--- src/rtl/iot_pkg.sv ---
// rtl/iot_pkg.sv - shared types and defaults for the IoT event scheduler
package iot_pkg;

   localparam int IOT_N_DEV_DEFAULT = 8;

   typedef enum logic [1:0] {
      RUN  = 2'd0,
      HOLD = 2'd1,
      CLR  = 2'd2
   } sched_state_t;

endpackage

--- src/rtl/rr_pick.sv ---
// rtl/rr_pick.sv - combinational round-robin picker over a request vector
module rr_pick #(
   parameter int N_DEV = 8,
   parameter int IDW   = $clog2(N_DEV)
) (
   input  logic [N_DEV-1:0] req,
   input  logic [IDW-1:0]   ptr,
   output logic             found,
   output logic [IDW-1:0]   idx
);

   logic [2*N_DEV-1:0] dbl;
   int                 first;

   // Two copies of req: bits below ptr are masked in the low copy only, so the
   // lowest surviving bit is the first request at or after ptr with wrap.
   always_comb begin
      dbl = {req, req};
      for (int j = 0; j < N_DEV; j++) begin
         if (j < int'(ptr)) dbl[j] = 1'b0;
      end
      first = 0;
      for (int j = 2*N_DEV-1; j >= 0; j--) begin
         if (dbl[j]) first = j;
      end
      found = |req;
      idx   = (first >= N_DEV) ? IDW'(first - N_DEV) : IDW'(first);
   end

endmodule

--- src/rtl/iot_event_sched.sv ---
// rtl/iot_event_sched.sv - serialises device on/off changes into monitor up/down commands
module iot_event_sched
   import iot_pkg::*;
#(
   parameter int N_DEV = IOT_N_DEV_DEFAULT,
   parameter int IDW   = $clog2(N_DEV)
) (
   input  logic             clk,
   input  logic             rst,
   input  logic [N_DEV-1:0] dev_status,
   input  logic             enable,
   input  logic             clear,
   output logic             change,
   output logic             on_off,
   output logic             mon_clr,
   output logic [IDW-1:0]   grant_id,
   output logic [N_DEV-1:0] reported,
   output logic [N_DEV-1:0] pending,
   output logic             busy
);

   logic [N_DEV-1:0] status_q;
   logic [N_DEV-1:0] reported_q;
   logic [IDW-1:0]   ptr_q;
   logic [IDW-1:0]   ptr_d;
   sched_state_t     state_q;
   logic             change_q;
   logic             on_off_q;
   logic             mon_clr_q;
   logic [IDW-1:0]   grant_id_q;
   logic             pick_found;
   logic [IDW-1:0]   pick_idx;

   assign pending  = status_q ^ reported_q;
   assign busy     = (|pending) || (state_q != RUN);
   assign reported = reported_q;
   assign change   = change_q;
   assign on_off   = on_off_q;
   assign mon_clr  = mon_clr_q;
   assign grant_id = grant_id_q;

   rr_pick #(.N_DEV(N_DEV), .IDW(IDW)) u_pick (
      .req   (pending),
      .ptr   (ptr_q),
      .found (pick_found),
      .idx   (pick_idx)
   );

   // Pointer moves just past the served device so it gets lowest priority next.
   always_comb begin
      ptr_d = (pick_idx == IDW'(N_DEV-1)) ? '0 : pick_idx + 1'b1;
   end

   // Capture device levels once per cycle; everything downstream uses this copy.
   always_ff @(posedge clk or posedge rst) begin
      if (rst) status_q <= '0;
      else     status_q <= dev_status;
   end

   // Scheduler FSM: clear wins over issue; only RUN with enable high serves a device.
   always_ff @(posedge clk or posedge rst) begin
      if (rst) begin
         state_q    <= RUN;
         reported_q <= '0;
         ptr_q      <= '0;
         change_q   <= 1'b0;
         on_off_q   <= 1'b0;
         mon_clr_q  <= 1'b0;
         grant_id_q <= '0;
      end else begin
         change_q  <= 1'b0;
         on_off_q  <= 1'b0;
         mon_clr_q <= 1'b0;
         if (clear) begin
            state_q    <= CLR;
            mon_clr_q  <= 1'b1;
            reported_q <= '0;
            ptr_q      <= '0;
         end else begin
            case (state_q)
               RUN: begin
                  if (!enable) begin
                     state_q <= HOLD;
                  end else if (pick_found) begin
                     change_q             <= 1'b1;
                     on_off_q             <= status_q[pick_idx];
                     grant_id_q           <= pick_idx;
                     reported_q[pick_idx] <= status_q[pick_idx];
                     ptr_q                <= ptr_d;
                  end
               end
               HOLD: begin
                  if (enable) state_q <= RUN;
               end
               CLR: begin
                  state_q <= enable ? RUN : HOLD;
               end
               default: state_q <= RUN;
            endcase
         end
      end
   end

endmodule

--- config.mk ---
export PLATFORM = sky130hd
export DESIGN_NAME = iot_event_sched
export DESIGN_NICKNAME = d
export VERILOG_FILES = /design/src/rtl/iot_pkg.sv /design/src/rtl/rr_pick.sv /design/src/rtl/iot_event_sched.sv
export SDC_FILE = /design/constraint.sdc
export NUM_CORES = 1
export LEC_CHECK = 0
export BUFFER_PORTS_ARGS = -buffer_cell sky130_fd_sc_hd__buf_2
export CAP_MARGIN = 20
export CORE_MARGIN = 2
export CORE_UTILIZATION = 58
export CTS_BUF_LIST = sky130_fd_sc_hd__clkbuf_8
export CTS_CLUSTER_DIAMETER = 120
export CTS_CLUSTER_SIZE = 28
export DETAILED_ROUTE_END_ITERATION = 10
export GPL_ROUTABILITY_DRIVEN = 0
export GPL_TIMING_DRIVEN = 0
export PLACE_DENSITY = 0.86
export SLEW_MARGIN = 15
export SYNTH_ARGS = -nofsm -noshare
export SYNTH_HDL_FRONTEND = slang
export SYNTH_SLANG_ARGS = --single-unit
export TNS_END_PERCENT = 100
--- constraint.sdc ---
create_clock -name clk -period 3.7 [get_ports clk]
set_input_delay 0.555 -clock clk [delete_from_list [all_inputs] [get_ports clk]]
set_output_delay 0.555 -clock clk [all_outputs]
set_load 0.01 [all_outputs]
==> results.yml <==
timing:
  maxSlewHeadroom_pct: 49.3
  finalCritPeriodShare_pct: 76.0
  fmax_mhz: 356
  tightest_slew_ns: 0.755
  setup_violations: 0
  finalMaxSlewViolations: 0
  setup_tns_ns: 0
  setup_ws_ns: 0.887
  min_period_ns: 2.81
  fin_worst_skew_ns: 0.00255
  rsz0062_at_grt: "false"
  hold_viol: 0
synth:
  synth_top_area_cell: "dfrtp_1"
  avgSynthCellArea_um2: 9.88
  yosysTopAreaCellShare_pct: 46.5
  synth_nets: 160
  synth_edf_count: 0
  synthFlopType: "dfrtp_1"
  ys_ff_latch: 27
  async_flop_share_pct: 100
  ys_types: 45
  yosys-top-cells-area: "dfrtp_1 47%, xnor2_1 4.2%, mux2_2 3.1%"
  seq_area_frac_synth_pct: 46.5
  ys_warn_count: 0
  synthesis.area_mm2: 0.00145
  synth_cells: 147
pwr:
  intPower_w: 0.000463
  p_switching_w: 0.000216
  combPwrFrac_pct: 28.1
  switching_share_pct: 31.8
  power_density_mw_per_mm2: 392
  clock_power_share_pct: 23.6
  pwr-share-seq_pct: 48.4
  power.leakage_nw: 0.802
  vdd_drop_max_mv: 0.359
cts:
  ctsResizeCount: 0
  cts_tree: "built"
  clock_latency_ns: 0.27
  htree_levels: 1
  cts-root-buf: "clkbuf_8"
  cts_inserted_buffers: 3
  hold_buffers: 0
  clk_path_buf_depth: 2
  cts_setup_buffers: 0
  clkTransAtPathRegs_ns: 0.09
  cts.sinks: 27
floorplan:
  fp.dieH_um: 54.0
  die_w_um: 54.0
  rows: 18
  initial_core_util_pct: 59.7
  fp.coreArea_mm2: 0.00243
  fp.dieArea_mm2: 0.00292
  num_io_pins: 35
grt:
  antenna_found_initial: 0
  grt.overflow.total: 0
  grt_pass1_vias: 1265
  track_usage_pct: 26.5
  grt_pass1_wl_mm: 5.45
  grt_max_degree: 28
finish:
  area_delta_synth_final_pct: 19.3
  n_fill_cell: 199
  final_area_mm2: 0.00173
  finalNetCount: 200
  diodes: 0
  layout_commonest_cell: "buf_2"
  drive_gt1_share_pct: 25.8
  layout_common_cells: "35 x buf_2, 27 x dfrtp_1, 12 x nand2_1, 9 x inv_1, 9 x nor2_1"
worst_setup_path:
  crit_path_end_kind: "register"
  required_ns: 3.88
  worstSetupPathType: "reg -> reg"
  cp-start-kind: "register"
  arrival_ns: 2.99
  crit_fanout: 10
routing:
  drt_iter0_drc: 55
  num_vias: 1377
  drt-total-wl_mm: 3.52
  drc: 0
  firstDrtPassIters: 4
  viasPerCell: 6.38
  drtAntennaViolNets: 0
  routedWlPerCell_um: 16.3
place:
  hpwl_mm: 2.68
  port_buffers: 34
  place_area_mm2: 0.00166
  place_ws_ns: 0.931
hold_path:
  hp-class: "in -> async"
outcome:
  outcome: "complete, no violations"
flow_run:
  max_cap_viol_count: 0
sequential cells by signal, summed over array words and instances, names as in the netlist:
name      cells
reported      8
on_off        1
grant_id      3
mon_clr       1
status_q      8
change        1
state_q       2
ptr_q         3
critical path, stage by stage (launching register included):
cell      delay [ns]
dfrtp_1         0.44
xnor2_2         0.42
inv_2           0.10
mux2_2          0.27
o32a_1          0.31
o311ai_1        0.13
o21a_4          0.21
inv_4           0.06
buf_2           0.19
ha_1            0.22
xnor2_1         0.12
a211oi_1        0.24
through the flow:
step                      hold slack [ns]  std cells  util (%)  total power [W]
final                               0.294        216      71.2         0.000680
after global routing                0.336        216      71.2         0.000711
after CTS                           0.383        215      70.1         0.000677
after detailed placement            0.436        211      68.3         0.000521
after global placement              0.424        211      68.3         0.000511
after floorplan                     0.420        147         -         0.000461
final cells by class:
cell class	count	area [um2]	area share (%)
Buffer	6	23.8	1.37
Clock buffer	3	41.3	2.38
Clock inverter	1	3.75	0.217
Inverter	11	43.8	2.53
Multi-Input combinational cell	103	709	40.9
Sequential cell	27	676	39.0
Tap cell	30	37.5	2.17
Timing Repair Buffer	35	198	11.4
per-layer routing:
metal  global-route usage [%]  up-vias  share of wire, %
li1                         -      637                 -
met1                     30.5      662                41
met2                     46.7       69                51
met3                     5.00        9               6.2
met4                     13.8        0               2.0
met5                        0        -                 0
synthesized netlist by cell type (2+ instances only):
library cell,number
a211oi_1,3
a21o_1,3
a21oi_1,7
a221oi_1,2
clkbuf_1,5
dfrtp_1,27
inv_1,8
mux2_2,4
nand2_1,12
nand3_1,4
nor2_1,9
nor3_1,3
o211ai_1,3
o21ai_0,6
o22ai_1,4
o2bb2ai_1,2
o311ai_0,5
o31ai_1,4
o41ai_1,2
or3_1,2
or4_1,2
xnor2_1,7
power by group through the flow:
| stage | Sequential [W] | Clock [W] | Combinational [W] |
|---|---|---|---|
| after floorplan | 0.000340 | 0 | 0.000122 |
| after global placement | 0.000334 | 0 | 0.000177 |
| after detailed placement | 0.000335 | 0 | 0.000186 |
| after CTS | 0.000329 | 0.000162 | 0.000186 |
| after global routing | 0.000332 | 0.000172 | 0.000208 |
| final | 0.000329 | 0.000160 | 0.000191 |
final timing paths:
check	start	endpoint	slack, ns	cells past startpoint
worst min register to register	state_q[1]$_DFFE_PP0P_	state_q[0]$_DFFE_PP0P_	0.45	1
worst max register to register	status_q[1]$_DFF_PP0_	ptr_q[2]$_DFFE_PP0P_	0.89	11
worst min-delay path	rst	status_q[0]$_DFF_PP0_	0.29	2
min in group clk	dev_status[4]	status_q[4]$_DFF_PP0_	0.38	1
worst max-delay path	status_q[1]$_DFF_PP0_	ptr_q[2]$_DFFE_PP0P_	0.89	11
max in group asynchronous	rst	reported[7]$_DFFE_PP0P_	2.96	3
logic make-up after synthesis:
logic type	count (synthesis)	share of synthesized area, %
flops	27	46.5
simple gates	39	13.0
fa+ha+maj	1	0.861
compound gates	50	25.9
buf+inv	17	4.65
xor+xnor	9	5.94
mux	4	3.10
Note: power is estimated with default switching activity, not from simulation.
